[src/rtl/ifid_latch.sv]
// IF/ID pipeline register with load-use stall, control-flow flush and wrong-path fetch squash.
// Optional statistics counters are enabled by defining IFID_STATS_EN.
module ifid_latch (
    input  logic        CLK,
    input  logic        nRST,
    input  logic        ihit,
    input  logic [31:0] imemload,
    input  logic [31:0] pc_plus4,
    input  logic        lw_nop,
    input  logic        jmp_flush,
    input  logic        brch_flush,
    output logic [31:0] ifid_instr,
    output logic [31:0] ifid_npc,
    output logic        ifid_valid,
    output logic [4:0]  ifid_rs_out,
    output logic [4:0]  ifid_rt_out,
    output logic        pc_en,
    output logic [31:0] stall_cnt,
    output logic [31:0] flush_cnt,
    output logic [31:0] bubble_cnt
);

    typedef enum logic {
        RUN         = 1'b0,
        SQUASH_PEND = 1'b1
    } state_t;

    state_t      state_q, state_d;
    logic [31:0] instr_q, instr_d;
    logic [31:0] npc_q, npc_d;
    logic        valid_q, valid_d;
    logic        flush;

    assign flush = jmp_flush | brch_flush;

    always_comb begin
        state_d = RUN;
        if ((flush & ~ihit) | ((state_q == SQUASH_PEND) & ~ihit))
            state_d = SQUASH_PEND;

        instr_d = instr_q;
        npc_d   = npc_q;
        valid_d = valid_q;
        if (flush) begin
            instr_d = '0;
            npc_d   = '0;
            valid_d = 1'b0;
        end else if (lw_nop) begin
            instr_d = instr_q;
            npc_d   = npc_q;
            valid_d = valid_q;
        end else if ((state_q == SQUASH_PEND) & ihit) begin
            // Wrong-path word returning after a flush: drop it; PC still holds the redirect target.
            instr_d = '0;
            npc_d   = '0;
            valid_d = 1'b0;
        end else if (ihit) begin
            instr_d = imemload;
            npc_d   = pc_plus4;
            valid_d = 1'b1;
        end else begin
            instr_d = '0;
            npc_d   = '0;
            valid_d = 1'b0;
        end
    end

    always_ff @(posedge CLK) begin
        if (!nRST) begin
            state_q <= RUN;
            instr_q <= '0;
            npc_q   <= '0;
            valid_q <= 1'b0;
        end else begin
            state_q <= state_d;
            instr_q <= instr_d;
            npc_q   <= npc_d;
            valid_q <= valid_d;
        end
    end

    assign ifid_instr  = instr_q;
    assign ifid_npc    = npc_q;
    assign ifid_valid  = valid_q;
    assign ifid_rs_out = instr_q[25:21];
    assign ifid_rt_out = instr_q[20:16];
    assign pc_en       = flush | (ihit & ~lw_nop & (state_q == RUN));

`ifdef IFID_STATS_EN
    logic [31:0] stall_cnt_q, stall_cnt_d;
    logic [31:0] flush_cnt_q, flush_cnt_d;
    logic [31:0] bubble_cnt_q, bubble_cnt_d;
    logic        bubble;

    function automatic logic [31:0] sat_inc(input logic [31:0] v, input logic en);
        if (en && (v != 32'hFFFF_FFFF))
            return v + 32'd1;
        return v;
    endfunction

    // A bubble is either a squashed wrong-path word or a cycle with no fetch return.
    assign bubble = ~flush & ~lw_nop & (((state_q == SQUASH_PEND) & ihit) | ~ihit);

    always_comb begin
        stall_cnt_d  = sat_inc(stall_cnt_q, lw_nop & ~flush);
        flush_cnt_d  = sat_inc(flush_cnt_q, flush);
        bubble_cnt_d = sat_inc(bubble_cnt_q, bubble);
    end

    always_ff @(posedge CLK) begin
        if (!nRST) begin
            stall_cnt_q  <= '0;
            flush_cnt_q  <= '0;
            bubble_cnt_q <= '0;
        end else begin
            stall_cnt_q  <= stall_cnt_d;
            flush_cnt_q  <= flush_cnt_d;
            bubble_cnt_q <= bubble_cnt_d;
        end
    end

    assign stall_cnt  = stall_cnt_q;
    assign flush_cnt  = flush_cnt_q;
    assign bubble_cnt = bubble_cnt_q;
`else
    assign stall_cnt  = '0;
    assign flush_cnt  = '0;
    assign bubble_cnt = '0;
`endif

endmodule

[config.mk]
export PLATFORM = sky130hd
export DESIGN_NAME = ifid_latch
export DESIGN_NICKNAME = d
export VERILOG_FILES = /design/src/rtl/ifid_latch.sv
export SDC_FILE = /design/constraint.sdc
export NUM_CORES = 1
export LEC_CHECK = 0
export ABC_AREA = 1
export ABC_CLOCK_PERIOD_IN_PS = 1000
export CORE_ASPECT_RATIO = 1.4
export CORE_MARGIN = 10
export CORE_UTILIZATION = 50
export DETAILED_ROUTE_END_ITERATION = 7
export DONT_BUFFER_PORTS = 1
export PLACE_DENSITY = 0.76
export RECOVER_POWER = 100
export SYNTH_ARGS = -nofsm -noshare
export SYNTH_HDL_FRONTEND = slang
export SYNTH_SLANG_ARGS = --single-unit
[constraint.sdc]
create_clock -name CLK -period 1 [get_ports CLK]
set_clock_uncertainty 0.1 [all_clocks]
set_input_delay 0.1 -clock CLK [delete_from_list [all_inputs] [get_ports CLK]]
set_output_delay 0.1 -clock CLK [all_outputs]
set_load 0.01 [all_outputs]
==> After elaboration in Yosys (flattened, before gate mapping) <==
Index checks and enable logic that the tools add are counted.
{ "totals": {"regBits": 66, "latch_bits": 0, "ramBits": 0, "rom_bits": 0, "input_bits": 70, "out_inout_bits": 172, "word_cells": 24, "memories": 0} }
{ "op_classes": {"n_addsub": 0, "multipliers": 0, "div": 0, "order_cmp": 0, "n_eq_ne": 0, "n_shift": 0, "n_mux": 7, "n_bitwise": 12, "n_reduce_logical": 1} }
{ "ops": {"columns": ["op", "count"], "rows": [
  ["32-bit 2-to-1 mux", 4],
  ["1-bit AND", 5],
  ["1-bit NOT", 4],
  ["1-bit 2-to-1 mux", 3],
  ["1-bit bitwise OR", 3],
  ["2-bit OR reduction", 1]
]} }

==> Logic depth before layout (Yosys ltp) <==
Gate-level depths: netlist of the first run.
{ "logic_depth": {"depth_word": 4, "mapped_depth": 6, "depth_no_buf": 4} }

==> Least setup slack after synthesis of the first run <==
Ideal clock, no wire load.
{ "synth_timing": {"path_type": "flip-flop to flip-flop", "start": "register state_q", "end": "register npc_q[14], in the netlist ifid_npc[14]", "setup_ps": 66, "arrival_time_ps": 817, "t_required_ps": 834, "slack_ps": 16, "stages_incl_launch_ff": 5, "path_buffers": 1, "period_less_slack_ps": 984, "path_cell_list": "dfxtp_1 > nand2_2 > buf_2 > nand3_1 > a21oi_2"} }
{ "synth_via": {"elab_chain_len": 2} }
{ "synth_lines": {"columns": ["item", "line", "text"], "rows": [
  ["from (decl)", "28", "state_t state_q, state_d;"],
  ["from (signal assigned)", "75", "state_q <= state_d;"],
  ["1-bit AND", "52", "end else if ((state_q == SQUASH_PEND) & ihit) begin"],
  ["32-bit 2-to-1 mux", "52", null],
  ["to (signal assigned)", "77", "npc_q <= npc_d;"],
  ["to (decl)", "30", "logic [31:0] npc_q, npc_d;"]
]} }
No other way between the ends.
A chain may end at the register's enable or synchronous reset.

==> Worst setup path in the final report of the first run <==
{ "layout_timing": {"start": "register state_q", "end": "register instr_q[19], in the netlist ifid_instr[19]"} }
{ "layout_via": {"elab_chain_len": 2} }
{ "layout_lines": {"columns": ["item", "line", "text"], "rows": [
  ["1-bit AND", "52", null],
  ["32-bit 2-to-1 mux", "52", null],
  ["to (signal assigned)", "76", "instr_q <= instr_d;"],
  ["to (decl)", "29", "logic [31:0] instr_q, instr_d;"]
]} }
No other way between the ends.

==> results of run 1 <==
==> per-layer routing <==
layer / track usage (%) / vias up / routed length (um)
met2: 29.1 / 175 / 5240
met5: 0 / - / 0
met1: 18.0 / 1392 / 3880
li1: - / 1466 / -
met3: 6.31 / 15 / 1230
met4: 8.67 / 0 / 209
==> layout make-up <==
cell class	instances	area, um2	area share [%]
clock inverters	2	35.0	0.824
clock buffers	13	169	3.97
repair buffers	36	503	11.8
well taps	97	121	2.85
multi-input cells	361	1840	43.2
inverters	66	248	5.83
flip-flops and latches	66	1340	31.5
==> power by group through the flow <==
stage                     clock network, mW  logic [mW]  registers (mW)
after floorplan                           0       0.815            2.75
after global placement                    0       0.536            2.75
after detailed placement                  0       0.544            2.75
after CTS                              2.38       0.672            2.69
after global routing                   2.51       0.796            2.69
final                                  2.30       0.718            2.69
==> flip-flops by register name, indices dropped and copies added, names as in the netlist <==
| signal | cells |
|---|---|
| ifid_valid | 1 |
| state_q | 1 |
| ifid_npc | 32 |
| ifid_instr | 32 |
==> stage by stage <==
step | setup slack [ns] | cells | hold WS (ns) | TNS, ns
6_report | -0.245 | 641 | -0.259 | -9.46
5_1_grt | -0.319 | 641 | -0.290 | -14.22
4_1_cts | -0.270 | 642 | -0.285 | -11.55
3_5_place_dp | -0.0347 | 611 | 0.0988 | -0.934
3_3_place_gp | -0.00445 | 611 | 0.0965 | -0.00445
2_1_floorplan | 0.0161 | 633 | 0.117 | 0
==> what timing repair did <==
item                                   4_1_cts  5_1_grt
setup endpoints to repair                   88       89
resized for setup                           51       48
endpoints found under the hold margin       66       66
buffers inserted                            10        4
pin swaps                                    6       17
gates cloned                                 6        0
==> cell families after synthesis <==
kind of cell    Yosys count
other cells               1
buf+inv                 206
compound gates           65
simple gates            200
flops                    66
==> layout by cell type (no fill, tap or decap), types with 16 or more instances in the layout <==
cell type / instances
sky130_fd_sc_hd__nand3_2: 21
sky130_fd_sc_hd__dfxtp_1: 52
sky130_fd_sc_hd__a21oi_2: 39
sky130_fd_sc_hd__conb_1: 96
sky130_fd_sc_hd__nand3_1: 40
sky130_fd_sc_hd__buf_6: 16
sky130_fd_sc_hd__nand2_1: 129
sky130_fd_sc_hd__clkinv_1: 40
sky130_fd_sc_hd__a21oi_1: 26
sky130_fd_sc_hd__inv_1: 25
==> Yosys cell counts, drive strengths merged <==
cell	number	area, um2
nor2	1	3.75
nand3b	1	7.51
inv	26	97.6
nand3	64	320
conb	1	3.75
nand2	132	498
buf	137	978
dfxtp	66	1320
clkinv	40	150
clkbuf	3	11.3
nor3	2	10.0
a21oi	65	397
==> final timing paths <==
check                               from                          end  slack (ns)
min                                 ihit           state_q$_SDFF_PN0_       -0.26
max reg2reg           state_q$_SDFF_PN0_  ifid_instr[19]$_SDFFE_PP0N_       -0.24
max                   state_q$_SDFF_PN0_  ifid_instr[19]$_SDFFE_PP0N_       -0.24
min reg2reg  ifid_instr[16]$_SDFFE_PP0N_  ifid_instr[16]$_SDFFE_PP0N_        0.37
==> metrics.md, run 1 <==
| Metric | Value |
|---|---|
| Number of distinct library cell variants in the gate-level netlist after synthesis | `16` |
| Worst min-delay path category | `input pin to flip-flop` |
| # rows | `37` |
| Highest cell delay on the worst timing path | `0.32 ns` |
| Logic depth of the worst register-to-register path | `6` |
| Maximum number of pins on one net before global-route repair | `68` |
| Drt pass-1 iters | `4` |
| Parity-gate share of the synthesized area counting xor and xnor cells | `0%` |
| Port Buffers | `0` |
| Drt first-iter violations | `186` |
| Power, Total | `5.71 mW` |
| Synthesized area | `3800 um2` |
| Depth of the CTS H-tree | `3` |
| Fraction of the mapped netlist area in adder cells | `0%` |
| Maxcap violations | `0` |
| ANT cells | `0` |
| Portion of the clock cycle consumed by the worst path in the final layout | `124%` |
| Antenna violations before repair | `0` |
| Register clock-pin slew on the reported worst setup and hold paths | `0.07 ns` |
| Simple logic cell fraction of the synthesized area | `22.1%` |
| Leak Pwr | `1.82 nW` |
| Fraction of the mapped netlist area in compound gates | `10.4%` |
| Number of instances on the worst hold path | `1` |
| Combinational family with the most area after synthesis | `buffers and inverters` |
| Unrepaired setup endpoints after global routing | `true` |
| TritonCTS Buffers | `9` |
| Core Area | `7360 um2` |
| Final Max Tran Viols | `0` |
| Fraction of the core area covered by cells at the end of the flow | `57.8%` |
| Gp weighted congestion | `0.763` |
| Peak clock frequency supported by timing | `803 MHz` |
| Post-synthesis cell count | `538` |
| Critical Path, Cell by Cell | `buf_4 -> nand2_8 -> buf_12 -> buf_16 -> nand3_1 -> a21oi_2` |
| Number of global-route vias before repair | `3,069` |
| Crit end category | `flip-flop` |
| Multiplexer area fraction after synthesis | `0%` |
| Final HPWL from detailed placement | `7050 um` |
| Floorplan die height | `123 um` |
| Clock tree from TritonCTS | `done` |
| Total grt overflow | `0` |
| Cell family with most CP delay | `buffers and inverters` |
| Die area | `11,500 um2` |
| Total number of yosys warnings | `0` |
| Number of vias after detailed routing | `3,048` |
| Overall track demand over capacity in global routing | `17.1%` |
| Final worst slack | `-0.245 ns` |
| Violations in the final reports | `negative hold slack, negative setup slack` |
| Fraction of power consumed by the clock network | `40.3%` |
| Average cell area after synthesis | `7.06 um2` |
| Part of the total power dissipated in combinational logic | `12.6%` |
| Post-synthesis register bit count | `66` |
| Status | `finished with violations` |
| Net switching power | `1.48 mW` |
| Total cell area at the placement stage | `3510 um2` |
| Synth-to-layout area growth | `12.0%` |
| Hold Slack | `-0.259 ns` |
| Area of all placed cells without fillers | `4250 um2` |
| Remaining design rule violation count | `0` |
| Clk root buf | `sky130_fd_sc_hd__clkbuf_8` |
| Switching share of power | `26.0%` |
| Crit path buffers/inverters | `3` |
| CP max-delay cell | `sky130_fd_sc_hd__dfxtp_2` |
| Wirelength per Cell | `16.5 um` |
| Layout fillers | `651` |
| Number of nets in the layout | `610` |
| Arrival @ worst endpoint | `1.40 ns` |
| Power Density | `1340 nW/um2` |
| Routed Antenna Nets | `0` |
| Setup violators final | `67` |
| Final worst path period need | `1.24 ns` |
| Path length in cells of the critical path | `6` |
| Relative contribution of sequential cells to total power | `47.2%` |
| Share of layout cells above drive strength 1 | `24.3%` |
| CP startpoint kind | `flip-flop` |
| Crit path max fanout | `8` |
| Initial Util | `51.6%` |
| Worst Path Class, Setup | `flip-flop to flip-flop` |
| Final wirelength | `10,600 um` |
| Via density | `4.76` |
| Number of ports placed on the die boundary | `242` |
| Hold violation count in the final report | `66` |
| Cell internal power dissipation | `4.23 mW` |
| Data required time at the worst endpoint | `1.16 ns` |
| Worst-case clock buffer depth | `2` |
| Clock insertion delay at the later pin of the skew report | `0.33 ns` |
| Maximum resistive drop on vdd | `0.914 mV` |
| Clock sink count | `66` |
| First-pass GRT wire length | `15,800 um` |
| Die Span X | `93.7 um` |
| Seq/Total Area, Yosys | `34.8%` |
No activity file was read; power rests on OpenSTA's default activity.
==> run 2: changes to the inputs <==
--- a/config.mk
+++ b/config.mk
@@ -7,7 +7,7 @@
 export LEC_CHECK = 0
 export ABC_AREA = 1
 export ABC_CLOCK_PERIOD_IN_PS = 1000
-export CORE_ASPECT_RATIO = 1.4
+export CORE_ASPECT_RATIO = 0.6
 export CORE_MARGIN = 10
 export CORE_UTILIZATION = 50
 export DETAILED_ROUTE_END_ITERATION = 7
==> run 2 against run 1 <==
Compared with the run above:
- clock-buffer cell count is 1 lower
- non-clock buffer count rose by 8
- the run still ends with negative hold slack, negative setup slack left
- die area rose by 0.56%
- sequential power about the same
- critical path depth fell by 3
- cell area grew 6.8%
- clock power grew 33%
- worst hold slack improved by 0.013 ns
- flip-flop and latch count is the same
- power up 14%
- global-route usage is 0.18 points lower
==> metrics.md, run 2 (synthesis results as in run 1) <==
| Metric | Value |
|---|---|
| Status | `finished with violations (unchanged)` |
| Violations in the final reports | `negative hold slack, negative setup slack (unchanged)` |
| Clock insertion delay at the later pin of the skew report | `0.32 ns (was 0.33 ns)` |
| Number of nets in the layout | `618 (was 610)` |
| Leak Pwr | `1.93 nW (was 1.82 nW)` |
| Power Density | `1440 nW/um2 (was 1340 nW/um2)` |
| Peak clock frequency supported by timing | `811 MHz (was 803 MHz)` |
| Final Max Tran Viols | `0 (unchanged)` |
| Crit end category | `output port (was flip-flop)` |
| Register clock-pin slew on the reported worst setup and hold paths | `0.05 ns (was 0.07 ns)` |
| Hold Slack | `-0.246 ns (was -0.259 ns)` |
| Fraction of power consumed by the clock network | `46.7% (was 40.3%)` |
| Total cell area at the placement stage | `3580 um2 (was 3510 um2)` |
| Origin of the critical flop-to-flop path | `state_q$_SDFF_PN0_ (unchanged)` |
| CP max-delay cell | `sky130_fd_sc_hd__dfxtp_2 (unchanged)` |
| Cell internal power dissipation | `4.89 mW (was 4.23 mW)` |
| Number of global-route vias before repair | `2,958 (was 3,069)` |
| Unrepaired setup endpoints after global routing | `true (unchanged)` |
| Number of ports placed on the die boundary | `242 (unchanged)` |
| Data required time at the worst endpoint | `0.80 ns (was 1.16 ns)` |
| Commonest non-fill, non-tap cell in the layout | `sky130_fd_sc_hd__nand2_1 (unchanged)` |
| Logic depth of the worst register-to-register path | `6 (unchanged)` |
| Floorplan die height | `87.5 um (was 123 um)` |
| Maximum resistive drop on vdd | `0.983 mV (was 0.914 mV)` |
| Clock sink count | `66 (unchanged)` |
| Final worst path period need | `1.23 ns (was 1.24 ns)` |
| Hold violation count in the final report | `66 (unchanged)` |
| Number of vias after detailed routing | `3,025 (was 3,048)` |
| Die area | `11,600 um2 (was 11,500 um2)` |
| Beginning of the critical path | `state_q$_SDFF_PN0_ (unchanged)` |
| Overall track demand over capacity in global routing | `16.9% (was 17.1%)` |
| Worst Path Class, Setup | `flip-flop to output port (was flip-flop to flip-flop)` |
| Core Area | `7330 um2 (was 7360 um2)` |
| Gp weighted congestion | `0.727 (was 0.763)` |
| Share of layout cells above drive strength 1 | `28.8% (was 24.3%)` |
| Portion of the clock cycle consumed by the worst path in the final layout | `123% (was 124%)` |
| Initial Util | `51.8% (was 51.6%)` |
| Setup violators final | `66 (was 67)` |
| ANT cells | `0 (unchanged)` |
| Drt pass-1 iters | `4 (unchanged)` |
| Relative contribution of sequential cells to total power | `41.4% (was 47.2%)` |
| Synth-to-layout area growth | `19.5% (was 12.0%)` |
| Clock tree from TritonCTS | `done (unchanged)` |
| Crit path max fanout | `2 (was 8)` |
| Part of the total power dissipated in combinational logic | `11.9% (was 12.6%)` |
| Final HPWL from detailed placement | `7390 um (was 7050 um)` |
| Critical Path, Cell by Cell | `buf_6 -> nand3b_1 -> nand2_2 (was buf_4 -> nand2_8 -> buf_12 -> buf_16 -> nand3_1 -> a21oi_2)` |
| CP startpoint kind | `flip-flop (unchanged)` |
| Arrival @ worst endpoint | `1.03 ns (was 1.40 ns)` |
| Minimum setup slack after placement | `-0.0894 ns (was -0.0347 ns)` |
| Worst reg-to-reg setup slack | `-0.23 ns (was -0.24 ns)` |
| # rows | `24 (was 37)` |
| Die Span X | `133 um (was 93.7 um)` |
| Highest cell delay on the worst timing path | `0.32 ns (about the same)` |
| Antenna violations before repair | `0 (unchanged)` |
| Wirelength per Cell | `16.7 um (was 16.5 um)` |
| Net switching power | `1.62 mW (was 1.48 mW)` |
| Switching share of power | `24.9% (was 26.0%)` |
| Depth of the CTS H-tree | `3 (unchanged)` |
| Maxcap violations | `0 (unchanged)` |
| Worst-case clock buffer depth | `2 (unchanged)` |
| First-pass GRT wire length | `16,000 um (was 15,800 um)` |
| Routed Antenna Nets | `0 (unchanged)` |
| Worst min-delay path category | `input pin to flip-flop (unchanged)` |
| Via density | `4.61 (was 4.76)` |
| Final worst slack | `-0.233 ns (was -0.245 ns)` |
| Highest-count cells in the layout ignoring fill and taps | `sky130_fd_sc_hd__nand2_1, sky130_fd_sc_hd__conb_1, sky130_fd_sc_hd__dfxtp_1, sky130_fd_sc_hd__a21oi_2, sky130_fd_sc_hd__clkinv_1 (was sky130_fd_sc_hd__nand2_1, sky130_fd_sc_hd__conb_1, sky130_fd_sc_hd__dfxtp_1, sky130_fd_sc_hd__nand3_1, sky130_fd_sc_hd__clkinv_1)` |
| Critical Path Sink | `pc_en (was ifid_instr[19]$_SDFFE_PP0N_)` |
| Drt first-iter violations | `92 (was 186)` |
| Area of all placed cells without fillers | `4540 um2 (was 4250 um2)` |
| End of the worst register-to-register path | `ifid_instr[25]$_SDFFE_PP0N_ (was ifid_instr[19]$_SDFFE_PP0N_)` |
| Layout fillers | `652 (was 651)` |
| Remaining design rule violation count | `0 (unchanged)` |
| Maximum number of pins on one net before global-route repair | `68 (unchanged)` |
| Total grt overflow | `0 (unchanged)` |
| Port Buffers | `0 (unchanged)` |
| Final wirelength | `11,000 um (was 10,600 um)` |
| TritonCTS Buffers | `9 (unchanged)` |
| Clk root buf | `sky130_fd_sc_hd__clkbuf_16 (was sky130_fd_sc_hd__clkbuf_8)` |
==> run 2: layer usage <==
layer	track usage, %	share of wire, %	up-vias
li1	-	-	1472
met1	18.0	38	1420
met2	28.0	51	131
met3	9.91	11	2
met4	5.17	0.14	0
met5	0	0	-
==> run 2: layout make-up <==
type	count	area, um2	area share (%)
tap	104	130	2.87
clock buffer	12	246	5.43
sequential	66	1340	29.6
multi-input combinational	361	1920	42.2
timing repair buffer	44	616	13.6
clock inverter	3	40.0	0.882
inverter	66	248	5.46
==> run 2: power groups by stage <==
stage	sequential, mW	combinational [mW]	clock [mW]
after floorplan	2.75	0.815	0
after global placement	2.75	0.545	0
after detailed placement	2.75	0.556	0
after CTS	2.69	0.629	3.13
after global routing	2.70	0.853	3.25
final	2.70	0.776	3.05
==> run 2: worst min-delay path by stage <==
| stage | start | endpoint | slack, ns | cells past startpoint |
|---|---|---|---|---|
| 2_1_floorplan | nRST | state_q$_SDFF_PN0_ | 0.12 | 2 |
| 3_3_place_gp | ihit | state_q$_SDFF_PN0_ | 0.09 | 1 |
| 3_5_place_dp | ihit | state_q$_SDFF_PN0_ | 0.09 | 1 |
| 4_1_cts | ihit | state_q$_SDFF_PN0_ | -0.26 | 1 |
| 5_1_grt | ihit | state_q$_SDFF_PN0_ | -0.27 | 1 |
| 6_report | ihit | state_q$_SDFF_PN0_ | -0.25 | 1 |
==> run 2: worst max-delay path, delay by kind of cell, from the launching register on <==
family                 cells  cell delay [ns]
DFF                        1             0.32
buffers and inverters      1             0.10
and+or+nand+nor            2             0.28
==> run 2: through the flow <==
stage                     util [%]  setup TNS (ns)  power, mW  std cells  hold WS (ns)
after CTS                     55.9          -10.37       6.46        649        -0.262
after detailed placement      48.8           -2.11       3.31        624        0.0943
after floorplan                  -               0       3.56        633         0.117
after global placement        48.8          -0.451       3.29        624        0.0902
after global routing          62.0          -16.19       6.80        656        -0.267
final                         62.0          -12.54       6.52        656        -0.246
==> run 2: repair_timing <==
action	CTS	global route
setup endpoints to repair	88	87
cloned	3	4
setup buffers	7	5
gates resized for setup	33	82
endpoints found under the hold margin	66	66
pin swaps	3	30
==> run 3: changes to the inputs <==
--- a/config.mk
+++ b/config.mk
@@ -12,7 +12,7 @@
 export CORE_UTILIZATION = 50
 export DETAILED_ROUTE_END_ITERATION = 7
 export DONT_BUFFER_PORTS = 1
-export PLACE_DENSITY = 0.76
+export PLACE_DENSITY_LB_ADDON = 0.08
 export RECOVER_POWER = 100
 export SYNTH_ARGS = -nofsm -noshare
 export SYNTH_HDL_FRONTEND = slang
==> run 3 against run 2 <==
Compared with the run above:
- the run still ends with negative hold slack, negative setup slack left
- power is 1.0% lower
- critical path depth is the same
- first-iteration DRC count is 38% higher
==> metrics.md, run 3 (synthesis results as in run 1) <==
| Metric | Value |
|---|---|
| Status | `finished with violations (unchanged)` |
| Violations in the final reports | `negative hold slack, negative setup slack (unchanged)` |
| Number of ports placed on the die boundary | `242 (unchanged)` |
| Depth of the CTS H-tree | `3 (unchanged)` |
| Crit end category | `output port (unchanged)` |
| Synth-to-layout area growth | `19.0% (was 19.5%)` |
| Origin of the critical flop-to-flop path | `state_q$_SDFF_PN0_ (unchanged)` |
| End of the worst hold path | `state_q$_SDFF_PN0_ (unchanged)` |
| Highest-count cells in the layout ignoring fill and taps | `sky130_fd_sc_hd__nand2_1, sky130_fd_sc_hd__conb_1, sky130_fd_sc_hd__dfxtp_1 (was sky130_fd_sc_hd__nand2_1, sky130_fd_sc_hd__conb_1, sky130_fd_sc_hd__dfxtp_1, sky130_fd_sc_hd__a21oi_2, sky130_fd_sc_hd__clkinv_1)` |
| Relative contribution of sequential cells to total power | `41.8% (was 41.4%)` |
| Initial Util | `51.8% (unchanged)` |
| Cell internal power dissipation | `4.84 mW (was 4.89 mW)` |
| Arrival @ worst endpoint | `1.03 ns (about the same)` |
| Worst-case clock buffer depth | `2 (unchanged)` |
| Worst Path Class, Setup | `flip-flop to output port (unchanged)` |
| Gp weighted congestion | `0.751 (was 0.727)` |
| Final wirelength | `11,100 um (was 11,000 um)` |
| Final Max Tran Viols | `0 (unchanged)` |
| Clock insertion delay at the later pin of the skew report | `0.32 ns (about the same)` |
| Via density | `4.63 (was 4.61)` |
| Maxcap violations | `0 (unchanged)` |
| Fraction of power consumed by the clock network | `46.3% (was 46.7%)` |
| Leak Pwr | `1.93 nW (about the same)` |
| Die Span X | `133 um (unchanged)` |
| Wirelength per Cell | `16.9 um (was 16.7 um)` |
| Core Area | `7330 um2 (unchanged)` |
| Clock sink count | `66 (unchanged)` |
| Overall track demand over capacity in global routing | `18.1% (was 16.9%)` |
| Commonest non-fill, non-tap cell in the layout | `sky130_fd_sc_hd__nand2_1 (unchanged)` |
| Drt pass-1 iters | `4 (unchanged)` |
| TritonCTS Buffers | `9 (unchanged)` |
| CP startpoint kind | `flip-flop (unchanged)` |
| Routed Antenna Nets | `0 (unchanged)` |
| Data required time at the worst endpoint | `0.80 ns (about the same)` |
| Register clock-pin slew on the reported worst setup and hold paths | `0.05 ns (about the same)` |
| Final HPWL from detailed placement | `7670 um (was 7390 um)` |
| Clock tree from TritonCTS | `done (unchanged)` |
| Minimum setup slack after placement | `-0.0750 ns (was -0.0894 ns)` |
| Number of global-route vias before repair | `3,074 (was 2,958)` |
| Peak clock frequency supported by timing | `811 MHz (about the same)` |
| Setup violators final | `65 (was 66)` |
| Number of vias after detailed routing | `3,051 (was 3,025)` |
| Worst min-delay path category | `input pin to flip-flop (unchanged)` |
| Post-Route Setup TNS | `-10.65 ns (was -12.54 ns)` |
| Hold violation count in the final report | `66 (unchanged)` |
| Number of instances on the worst hold path | `1 (unchanged)` |
| First-pass GRT wire length | `17,000 um (was 16,000 um)` |
| Antenna violations before repair | `0 (unchanged)` |
| Port Buffers | `0 (unchanged)` |
| Part of the total power dissipated in combinational logic | `11.8% (was 11.9%)` |
| Share of layout cells above drive strength 1 | `29.4% (was 28.8%)` |
| Maximum number of pins on one net before global-route repair | `68 (unchanged)` |
| Clk root buf | `sky130_fd_sc_hd__clkbuf_16 (unchanged)` |
| # rows | `24 (unchanged)` |
| Total grt overflow | `0 (unchanged)` |
| End of the worst register-to-register path | `ifid_npc[21]$_SDFFE_PP0N_ (was ifid_instr[25]$_SDFFE_PP0N_)` |
| Crit path max fanout | `2 (unchanged)` |
| Remaining design rule violation count | `0 (unchanged)` |
| Final worst slack | `-0.233 ns (about the same)` |
| Hold Slack | `-0.229 ns (was -0.246 ns)` |
| Unrepaired setup endpoints after global routing | `true (unchanged)` |
| ANT cells | `0 (unchanged)` |
| Worst reg-to-reg setup slack | `-0.22 ns (was -0.23 ns)` |
| Net switching power | `1.61 mW (was 1.62 mW)` |
| Die area | `11,600 um2 (unchanged)` |
| Switching share of power | `25.0% (was 24.9%)` |
| Power Density | `1430 nW/um2 (was 1440 nW/um2)` |
| Origin of the worst min-delay path | `ihit (unchanged)` |
| Drt first-iter violations | `127 (was 92)` |
| Floorplan die height | `87.5 um (unchanged)` |
| Maximum resistive drop on vdd | `0.903 mV (was 0.983 mV)` |
| Logic depth of the worst register-to-register path | `6 (unchanged)` |
| Final worst path period need | `1.23 ns (about the same)` |
| Number of nets in the layout | `620 (was 618)` |
| Portion of the clock cycle consumed by the worst path in the final layout | `123% (about the same)` |
-- run 3: cell count changes in the layout (fill, tap and decap cells not counted), sizes merged --
cell    delta
buf        +4
clkbuf     -1
-- run 3: final cells by class --
class,count,area (um2)
sequential,66,1350
fill,692,2810
timing repair buffer,46,616
tap,104,130
inverter,66,248
clock buffer,13,240
multi-input combinational,361,1900
clock inverter,3,40.0
-- run 3: layer usage --
layer	part of all wire, %	wire length, um	GRT usage, %
met1	40	4450	20.5
met2	47	5200	28.6
met3	13	1450	10.9
met4	0.41	46	4.87
met5	0	0	0
-- run 3: power by group through the flow --
stage               registers, mW  logic [mW]  clock network (mW)
finish                       2.70       0.763                2.99
global route                 2.70       0.843                3.19
CTS                          2.70       0.691                3.07
detailed placement           2.75       0.568                   0
global placement             2.75       0.562                   0
floorplan                    2.75       0.815                   0
-- run 3: metrics by stage --
stage	utilization, %	cell area (um2)	cells	total power, mW
3_3_place_gp	49.2	3610	628	3.31
2_1_floorplan	-	4160	633	3.56
5_1_grt	61.7	4520	659	6.73
6_report	61.7	4520	659	6.45
3_5_place_dp	49.2	3610	628	3.32
4_1_cts	58.6	4300	658	6.45
-- run 3: timing repair --
item                                    in CTS  in global routing
cloned                                       5                  2
hold endpoints to repair                    66                 66
resized for setup                           61                 57
buffers inserted                             9                  3
pin swaps                                    6                 25
endpoints found under the setup margin      86                 79
-- run 3: worst max path at each step --
stage	from	endpoint	slack [ns]	cells past startpoint
after floorplan	state_q$_SDFF_PN0_	ifid_npc[14]$_SDFFE_PP0N_	0.02	4
after global routing	state_q$_SDFF_PN0_	pc_en	-0.28	3
after global placement	state_q$_SDFF_PN0_	ifid_instr[10]$_SDFFE_PP0N_	-0.03	4
after detailed placement	state_q$_SDFF_PN0_	ifid_instr[10]$_SDFFE_PP0N_	-0.08	4
after CTS	state_q$_SDFF_PN0_	pc_en	-0.26	3
final	state_q$_SDFF_PN0_	pc_en	-0.23	3
-- run 3: worst max-delay path, stage by stage (launching register included) --
cell                       delay (ns)
sky130_fd_sc_hd__dfxtp_2         0.32
sky130_fd_sc_hd__buf_6           0.10
sky130_fd_sc_hd__nand3b_1        0.17
sky130_fd_sc_hd__nand2_2         0.11
